[src/rtl/dw_conv_win_gen_pipe_if.sv]
// -----------------------------------------------------------------------------
// dw_conv_win_gen_pipe_if
// Stream bundle between the DW line buffer, the window generator and the DW
// MAC array.
//   data_in   : K-row pixel column for CH channels, pixel (c,r) at
//               [(c*K+r)*DW +: DW], r=0 is the top row
//   valid_in  : column valid
//   ready_in  : window generator accepts the column this cycle
//   win_out   : KxK window per channel, pixel (c,r,k) at
//               [(c*K*K+r*K+k)*DW +: DW], k=K-1 is the newest column
//   valid_out : win_out valid
//   ready_out : downstream accepts the window
//   eol_out   : qualifies valid_out, last window of the current row
// Modports:
//   slave  - the window generator itself
//   master - the environment (line buffer upstream, MAC array downstream)
// -----------------------------------------------------------------------------
interface dw_conv_win_gen_pipe_if #(
  parameter int CH = 18,
  parameter int DW = 8,
  parameter int K  = 3
) ();
  logic [CH*K*DW-1:0]   data_in;
  logic                 valid_in;
  logic                 ready_in;
  logic [CH*K*K*DW-1:0] win_out;
  logic                 valid_out;
  logic                 ready_out;
  logic                 eol_out;

  modport slave (
    input  data_in, valid_in, ready_out,
    output ready_in, win_out, valid_out, eol_out
  );

  modport master (
    output data_in, valid_in, ready_out,
    input  ready_in, win_out, valid_out, eol_out
  );
endinterface

[src/rtl/dw_conv_win_gen_pipe.sv]
// -----------------------------------------------------------------------------
// dw_conv_win_gen_pipe
// Depthwise-convolution window generator. Takes one K-row pixel column per
// cycle for CH channels and builds a registered KxK sliding window per
// channel, with horizontal stride, row tracking and valid/ready backpressure.
//
// Ports:
//   clk  : clock, rising edge
//   rstn : asynchronous active-low reset
//   bus  : dw_conv_win_gen_pipe_if.slave (column in, window out, eol)
//
// Optional feature macro: ZERO_PAD_EN
//   defined   -> P=(K-1)/2; the cleared history supplies the left padding and
//                a FLUSH phase shifts in P zero columns on the right ("same")
//   undefined -> P=0; only fully-populated ("valid") windows, no FLUSH logic
// -----------------------------------------------------------------------------
module dw_conv_win_gen_pipe #(
  parameter int CH     = 18,
  parameter int DW     = 8,
  parameter int K      = 3,
  parameter int IMG_W  = 32,
  parameter int STRIDE = 1
) (
  input  logic                  clk,
  input  logic                  rstn,
  dw_conv_win_gen_pipe_if.slave bus
);

`ifdef ZERO_PAD_EN
  localparam int P = (K - 1) / 2;
`else
  localparam int P = 0;
`endif

  localparam int LANES = CH * K;
  localparam int WIN_W = CH * K * K * DW;
  localparam int HW    = (K > 1) ? LANES * (K - 1) * DW : 1;
  localparam int CW    = $clog2(IMG_W + 1);
  localparam int PW    = (STRIDE > 1) ? $clog2(STRIDE) : 1;

  localparam logic [1:0] S_RUN     = 2'd0;
  localparam logic [1:0] S_FLUSH   = 2'd1;
  localparam logic [1:0] S_ROW_END = 2'd2;

  // First input column whose shift completes a window (padded index >= K-1).
  localparam logic [CW-1:0] FIRST_COL  = CW'(K - 1 - P);
  localparam logic [CW-1:0] LAST_COL   = CW'(IMG_W - 1);
  localparam logic [PW-1:0] LAST_PHASE = PW'(STRIDE - 1);

  logic [1:0]       r_state;
  logic [CW-1:0]    r_col_cnt;
  logic [PW-1:0]    r_phase;
  // Only the newest K-1 columns are kept: the oldest tap of a window is
  // shifted out by the very next shift, and every produced window is
  // captured whole into r_win.
  logic [HW-1:0]    r_hist;
  logic [WIN_W-1:0] r_win;
  logic             r_valid_out;
  logic             r_eol_out;

  logic             w_out_free;
  logic             w_accept;
  logic             w_flush_shift;
  logic             w_shift;
  logic             w_eligible;
  logic             w_produce;
  logic             w_row_last;
  logic [LANES*DW-1:0] w_col_src;
  logic [WIN_W-1:0] w_shift_next;
  logic [HW-1:0]    w_hist_next;

  // Output slot is free when empty or being drained this cycle.
  assign w_out_free = !r_valid_out || bus.ready_out;
  assign w_accept   = (r_state == S_RUN) && bus.valid_in && w_out_free;

`ifdef ZERO_PAD_EN
  localparam int FW = (P > 1) ? $clog2(P) : 1;
  localparam logic [FW-1:0] LAST_FLUSH = FW'((P > 0) ? P - 1 : 0);

  logic [FW-1:0] r_flush_cnt;

  assign w_flush_shift = (r_state == S_FLUSH) && w_out_free;
  assign w_col_src     = w_flush_shift ? '0 : bus.data_in;
  assign w_row_last    = (P == 0) ? (w_accept && (r_col_cnt == LAST_COL))
                                  : (w_flush_shift && (r_flush_cnt == LAST_FLUSH));

  always_ff @(posedge clk or negedge rstn) begin
    if (!rstn) begin
      r_flush_cnt <= '0;
    end else if (r_state == S_ROW_END) begin
      r_flush_cnt <= '0;
    end else if (w_flush_shift) begin
      r_flush_cnt <= r_flush_cnt + FW'(1);
    end
  end
`else
  assign w_flush_shift = 1'b0;
  assign w_col_src     = bus.data_in;
  assign w_row_last    = w_accept && (r_col_cnt == LAST_COL);
`endif

  assign w_shift    = w_accept || w_flush_shift;
  // Flush shifts are always past the left edge, so always eligible.
  assign w_eligible = w_flush_shift || (r_col_cnt >= FIRST_COL);
  assign w_produce  = w_shift && w_eligible && (r_phase == '0);

  // Post-shift window: taps move toward k=0, the new column lands at k=K-1.
  genvar gi, gk;
  generate
    for (gi = 0; gi < LANES; gi++) begin : g_lane
      for (gk = 0; gk < K; gk++) begin : g_tap
        if (gk == K - 1) begin : g_new
          assign w_shift_next[(gi*K+gk)*DW +: DW] = w_col_src[gi*DW +: DW];
        end else begin : g_old
          assign w_shift_next[(gi*K+gk)*DW +: DW]     = r_hist[(gi*(K-1)+gk)*DW +: DW];
          assign w_hist_next[(gi*(K-1)+gk)*DW +: DW] = w_shift_next[(gi*K+gk+1)*DW +: DW];
        end
      end
    end
    if (K == 1) begin : g_k1
      assign w_hist_next = '0;
    end
  endgenerate

  // Row state machine and column counter.
  always_ff @(posedge clk or negedge rstn) begin
    if (!rstn) begin
      r_state   <= S_RUN;
      r_col_cnt <= '0;
    end else begin
      case (r_state)
        S_RUN: begin
          if (w_accept) begin
            if (r_col_cnt == LAST_COL) begin
              r_state <= (P == 0) ? S_ROW_END : S_FLUSH;
            end else begin
              r_col_cnt <= r_col_cnt + CW'(1);
            end
          end
        end
        S_FLUSH: begin
          if (w_row_last) begin
            r_state <= S_ROW_END;
          end
        end
        S_ROW_END: begin
          r_state   <= S_RUN;
          r_col_cnt <= '0;
        end
        default: r_state <= S_RUN;
      endcase
    end
  end

  // Stride phase advances on every window-eligible shift.
  always_ff @(posedge clk or negedge rstn) begin
    if (!rstn) begin
      r_phase <= '0;
    end else if (r_state == S_ROW_END) begin
      r_phase <= '0;
    end else if (w_shift && w_eligible) begin
      r_phase <= (r_phase == LAST_PHASE) ? '0 : r_phase + PW'(1);
    end
  end

  // Column history; cleared between rows so the next row starts from zeros
  // (which is also the left padding when P > 0).
  always_ff @(posedge clk or negedge rstn) begin
    if (!rstn) begin
      r_hist <= '0;
    end else if (r_state == S_ROW_END) begin
      r_hist <= '0;
    end else if (w_shift) begin
      r_hist <= w_hist_next;
    end
  end

  // Output register: a new window can replace one being handed off in the
  // same cycle, giving one window per cycle back to back.
  always_ff @(posedge clk or negedge rstn) begin
    if (!rstn) begin
      r_win       <= '0;
      r_valid_out <= 1'b0;
      r_eol_out   <= 1'b0;
    end else if (w_produce) begin
      r_win       <= w_shift_next;
      r_valid_out <= 1'b1;
      r_eol_out   <= w_row_last;
    end else if (bus.ready_out) begin
      r_valid_out <= 1'b0;
      r_eol_out   <= 1'b0;
    end
  end

  assign bus.ready_in  = (r_state == S_RUN) && w_out_free;
  assign bus.win_out   = r_win;
  assign bus.valid_out = r_valid_out;
  assign bus.eol_out   = r_eol_out;

endmodule

[src/flat_wrapper.sv]
// flat-port wrapper written by rule: the top's interface ports become plain ports
module dw_conv_win_gen_pipe_flat 
#(
  parameter int CH     = 18,
  parameter int DW     = 8,
  parameter int K      = 3,
  parameter int IMG_W  = 32,
  parameter int STRIDE = 1
)
  (clk, rstn, bus_data_in, bus_valid_in, bus_ready_out, bus_ready_in, bus_win_out, bus_valid_out, bus_eol_out);
  dw_conv_win_gen_pipe_if #(.CH(CH), .DW(DW), .K(K)) bus_i ();
  input  logic clk;
  input  logic rstn;
  input wire logic [$bits(bus_i.data_in)-1:0] bus_data_in;
  input wire logic [$bits(bus_i.valid_in)-1:0] bus_valid_in;
  input wire logic [$bits(bus_i.ready_out)-1:0] bus_ready_out;
  output wire logic [$bits(bus_i.ready_in)-1:0] bus_ready_in;
  output wire logic [$bits(bus_i.win_out)-1:0] bus_win_out;
  output wire logic [$bits(bus_i.valid_out)-1:0] bus_valid_out;
  output wire logic [$bits(bus_i.eol_out)-1:0] bus_eol_out;
  assign bus_i.data_in = bus_data_in;
  assign bus_i.valid_in = bus_valid_in;
  assign bus_i.ready_out = bus_ready_out;
  assign bus_ready_in = bus_i.ready_in;
  assign bus_win_out = bus_i.win_out;
  assign bus_valid_out = bus_i.valid_out;
  assign bus_eol_out = bus_i.eol_out;
  dw_conv_win_gen_pipe #(.CH(CH), .DW(DW), .K(K), .IMG_W(IMG_W), .STRIDE(STRIDE)) u_core (.clk(clk), .rstn(rstn), .bus(bus_i));
endmodule
[config.mk]
export PLATFORM = sky130hd
export DESIGN_NAME = dw_conv_win_gen_pipe_flat
export DESIGN_NICKNAME = d
export VERILOG_FILES = /design/src/rtl/dw_conv_win_gen_pipe_if.sv /design/src/rtl/dw_conv_win_gen_pipe.sv /design/src/flat_wrapper.sv
export SDC_FILE = /design/constraint.sdc
export NUM_CORES = 2
export LEC_CHECK = 0
export BUFFER_PORTS_ARGS = -buffer_cell sky130_fd_sc_hd__clkbuf_2
export CAP_MARGIN = 5
export CORE_AREA = 2 2 674 676
export DETAILED_ROUTE_END_ITERATION = 12
export DIE_AREA = 0 0 676 678
export PLACE_DENSITY_LB_ADDON = 0.25
export SYNTH_ARGS = -nofsm -noshare
export SYNTH_HDL_FRONTEND = slang
export SYNTH_SLANG_ARGS = --single-unit
[constraint.sdc]
create_clock -name clk -period 4.6 [get_ports clk]
set_clock_uncertainty 0.15 [all_clocks]
set_input_delay 0.46 -clock clk [delete_from_list [all_inputs] [get_ports clk]]
set_output_delay 0.46 -clock clk [all_outputs]
set_load 0.03 [all_outputs]
---- Yosys cells after proc, flatten, opt, wreduce, memory -nomap -nowiden ----
Cells that the tools add are included.
W data, S select, Z words.
storage, ports and cells
  bits of input ports ..................... 436
  word-level logic and storage cells ...... 48
  output and inout port bits .............. 1299
  bits in registers ....................... 2171
operators by class
  bitwise gates (word level) .............. 1
  mux-type cells .......................... 15
  $add $sub $neg .......................... 2
  $lt $le $gt $ge ......................... 1
  equality and inequality tests ........... 7
  reductions and logical operators ........ 15
operators with widths
  kind                   count
  $mux W864              2
  $mux W6                2
  $pmux W6 S2            1
  $reduce_bool A2 Y1     4
  $add A6 B1 Y6 const B  1
  $eq A6 B5 Y1 const B   1
  $ge A6 B2 Y1 const B   1
  $logic_and A1 B1 Y1    6
  $mux W1                6
  $mux W2                3
  $reduce_and A3 Y1      2
  $ne A2 B1 Y1 const B   2
  $ne A2 B2 Y1 const B   2
  $pmux W2 S2            1
  $eq A2 B1 Y1 const B   1
  $eq A2 B2 Y1 const B   1
  $logic_not A2 Y1       1
  $add A1 B1 Y1 const B  1
  $logic_not A1 Y1       1
  $logic_or A1 B1 Y1     1
  $not A1 Y1             1

---- Longest topological paths before layout ----
  word-level depth ........................ 6
  mapped depth ............................ 10
  mapped depth without buffers ............ 6

---- Worst setup path before layout ----
No wires, ideal clock.
  path kind ............................... reg2reg
  start ................................... register u_core.r_valid_out, in the netlist u_core.bus.valid_out
  end ..................................... register u_core.r_win[1236], in the netlist u_core.bus.win_out[1236]
  buffers on the path ..................... 5
  clock period less this slack ............ 2.249 ns
  cell stages (with the launch flop) ...... 10
  setup time .............................. 0.125 ns
  required time ........................... 4.325 ns
  arrival time ............................ 1.974 ns
  slack ................................... 2.351 ns
  path through ............................ dfrtp_1 > nand2b_1 > and3_1 > buf_2 > buf_6 > buf_6 > nand2_8 > buf_8 > buf_6 > mux2_4
on the way
  word-level cells in the longest chain between the ends .. 5
RTL lines
  element                           line                         source
  from (decl)                       dw_conv_win_gen_pipe.sv:58   logic r_valid_out;
  from (signal assigned)            dw_conv_win_gen_pipe.sv:183  r_valid_out <= 1'b0;
  from (signal assigned)            dw_conv_win_gen_pipe.sv:187  r_valid_out <= 1'b1;
  from (signal assigned)            dw_conv_win_gen_pipe.sv:190  r_valid_out <= 1'b0;
  $logic_not A1 Y1                  dw_conv_win_gen_pipe.sv:73   assign w_out_free = !r_valid_out || bus.ready_out;
  $logic_or A1 B1 Y1                dw_conv_win_gen_pipe.sv:73
  $logic_and A1 B1 Y1               dw_conv_win_gen_pipe.sv:74   assign w_accept = (r_state == S_RUN) && bus.valid_in && w_out_free;
  $logic_and A1 B1 Y1 (2 in a row)  dw_conv_win_gen_pipe.sv:105  assign w_produce = w_shift && w_eligible && (r_phase == '0);
  to (signal assigned)              dw_conv_win_gen_pipe.sv:186  r_win <= w_shift_next;
  to (decl)                         dw_conv_win_gen_pipe.sv:57   logic [WIN_W-1:0] r_win;
No other way between the ends.
A chain may end at the register's enable or synchronous reset.

---- Final worst setup path ----
  start ................................... register u_core.r_col_cnt[0]
  end ..................................... register u_core.r_win[203], in the netlist u_core.bus.win_out[203]
on the way
  word-level cells in the longest chain between the ends .. 3
RTL lines
  element                           line                         source
  from (decl)                       dw_conv_win_gen_pipe.sv:51   logic [CW-1:0] r_col_cnt;
  from (signal assigned)            dw_conv_win_gen_pipe.sv:137  r_col_cnt <= r_col_cnt + CW'(1);
  $ge A6 B2 Y1                      dw_conv_win_gen_pipe.sv:104  assign w_eligible = w_flush_shift || (r_col_cnt >= FIRST_COL);
  $logic_and A1 B1 Y1 (2 in a row)  dw_conv_win_gen_pipe.sv:105
No other way between the ends.

==> results.json <==
{
  "grt_max_degree": 178,
  "fp.coreArea_um2": 451000,
  "power_density_nw_per_um2": 744,
  "synthDistinctLibCells": 34,
  "hold_path_class": "input port to asynchronous set/reset pin",
  "clk_path_buf_depth": 4,
  "synth-edff-count": 0,
  "r2r_slack_ps": 1380,
  "hold_violations": 0,
  "syn_inst": 6528,
  "grt.met3_usage_pct": 3.36,
  "grt_pass1_wl_um": 450000,
  "yosysTopAreaCellShare_pct": 63.0,
  "crit_fanout": 47,
  "antenna_found_initial": 51,
  "syn_to_final_growth_pct": 32.8,
  "critPathKind": "flop to flop",
  "placed_area_um2": 101000,
  "port_buffers": 1734,
  "worst_slew_pin_slew_ps": 1230,
  "holdWs_ps": 188,
  "cts_root_buf": "clkbuf_16",
  "cap_viol_max_count": 0,
  "num_rows": 247,
  "cts_tree": "done",
  "io_pins": 1735,
  "clock_sinks": 2169,
  "die-height_um": 678,
  "dp_hpwl_um": 228000,
  "grt.overflow.total": 0,
  "cts-resized-gates": 0,
  "max_freq_mhz": 310,
  "critPathRequiredTime_ps": 5180,
  "irDropWorstVdd_mv": 0.398,
  "grt_busiest_layer": "met2",
  "syn_nets": 6966,
  "fin_area_um2": 114000,
  "seq_area_frac_synth_pct": 63.0,
  "wirelength_um": 312000,
  "clk_pin_slew_ps": 60,
  "synth-async-reset-ratio_pct": 100,
  "period_needed_ps": 3220,
  "ant_nets": 0,
  "end_kind": "flop",
  "globalplace.congestion": 0.834,
  "synthTopCellsByCount": "dfrtp_1, nand2_1, mux2_4",
  "finalMaxSlewViolations": 0,
  "htree_levels": 5,
  "fin_nets": 9151,
  "first_pass_iters": 5,
  "first_global_vias": 61600,
  "outcome": "complete, no violations",
  "drc": 0,
  "wl_per_cell_um": 21.0,
  "setup_viol": 0,
  "ys_ff_latch": 2169,
  "die_x_um": 676,
  "synthTopCellsByArea": "dfrtp_1, mux2_4, nand2_1",
  "clock_latency_ps": 870,
  "multiInputGateArea_um2": 29000,
  "critPathLaunchType": "flop",
  "met1_usage_pct": 16.1,
  "n_fill_cell": 47500,
  "start_util_pct": 19.1,
  "drive_above_1_share_pct": 40.7,
  "met2_usage_pct": 22.2,
  "ys.flop_type": "dfrtp_1",
  "rsz0062_at_grt": "no",
  "viasPerCell": 3.90,
  "yosys.area.top_type": "dfrtp_1",
  "syn_area_um2": 86200,
  "postCtsSetupBuffers": 0,
  "register_area_um2": 54300,
  "avgSynthCellArea_um2": 13.2,
  "power_leakage_nw": 55.8,
  "max-slew-margin-rel_pct": 17.8,
  "holdBufCountCts": 435,
  "ys_warn_count": 0,
  "num_vias": 58100,
  "synth_most_common_cell": "dfrtp_1",
  "arrival_ps": 3810,
  "drt_iter0_markers": 3161,
  "track_usage_pct": 13.1,
  "finalCritPeriodShare_pct": 70.1,
  "die_area_um2": 458000,
  "finalSetupTns_ps": 0,
  "cts_made_buffers": 268
}
-- worst max-delay path, stage by stage, from the launching register on --
cell	delay, ps
dfrtp_1	420
inv_1	90
ha_1	220
nor2_1	230
nand3_1	240
nand2_8	330
buf_12	430
buf_4	420
mux2_4	330
-- final cells by class --
type / instances / area share [%]
timing repair buffer: 2347 / 13.0
sequential: 2169 / 47.4
clock inverter: 82 / 0.824
tap: 5976 / 6.53
antenna: 12 / 0.0262
inverter: 3 / 0.0164
clock buffer: 383 / 6.85
multi-input combinational: 3924 / 25.3
-- metal layers --
layer | up-vias | wire length [um] | part of all wire, %
met2 | 1532 | 151000 | 48
met3 | 465 | 19800 | 6.4
met1 | 29900 | 130000 | 42
met4 | 10 | 11900 | 3.8
li1 | 26200 | - | -
met5 | - | 70 | 0.022
-- cells by family after synthesis --
group	count (synthesis)	synth area share, %
fa+ha+maj	2	0.0290
buf+inv	435	3.44
compound gates	875	5.11
flops	2169	63.0
mux	1298	20.8
simple gates	1749	7.67
-- power by group --
part	internal (mW)	switching (mW)	leakage (nW)
registers	26.4	4.96	26.6
clock network	12.6	8.60	4.34
logic	11.7	20.9	24.8
total	50.6	34.5	55.8
-- placed cells by master (no fill, tap or decap), types with 3 or more instances in the layout --
cell type and n:
clkinvlp_4 5, o21ai_0 866, diode_2 12, clkinv_4 3, dlygate4sd3_1 435, inv_6 10
dfrtp_1 2169, nand2_1 1731, clkbuf_16 273, clkinv_16 3, clkbuf_1 50, clkbuf_8 60
nor2_1 5, mux2_2 419, bufinv_16 12, mux2_4 878, inv_16 3, nand3_1 4
clkinv_8 4, clkinv_2 41, buf_4 137, clkbuf_2 1733, buf_12 42
-- state kept, by name (all words and copies together) (netlist names) --
signal                count
u_core.bus.win_out     1296
u_core.r_hist           864
u_core.r_col_cnt          6
u_core.bus.eol_out        1
u_core.bus.valid_out      1
u_core.r_state            1
-- stage by stage --
| step | std cells | util [%] | total power, mW | setup slack (ps) |
|---|---|---|---|---|
| 5_1_grt | 14900 | 25.4 | 89.4 | 1200 |
| 4_1_cts | 14900 | 25.4 | 86.5 | 1320 |
| 2_1_floorplan | 6528 | - | 51.9 | 2350 |
| 3_5_place_dp | 14000 | 22.4 | 64.3 | 1360 |
| 6_report | 14900 | 25.4 | 85.1 | 1380 |
| 3_3_place_gp | 14000 | 22.4 | 63.9 | 1310 |
-- path summary, 6_finish.rpt --
check / from / to / cells past startpoint
max: u_core.r_col_cnt[0] / u_core.bus.win_out[203] / 8
min: rstn / u_core.r_hist[389] / 2
max reg2reg: u_core.r_col_cnt[0] / u_core.bus.win_out[203] / 8
min reg2reg: u_core.r_hist[435] / u_core.bus.win_out[651] / 1
max in group asynchronous: rstn / u_core.r_hist[140] / 3
min in group clk: bus_data_in[192] / u_core.r_hist[392] / 4
Power figures use the tool's default switching activity.
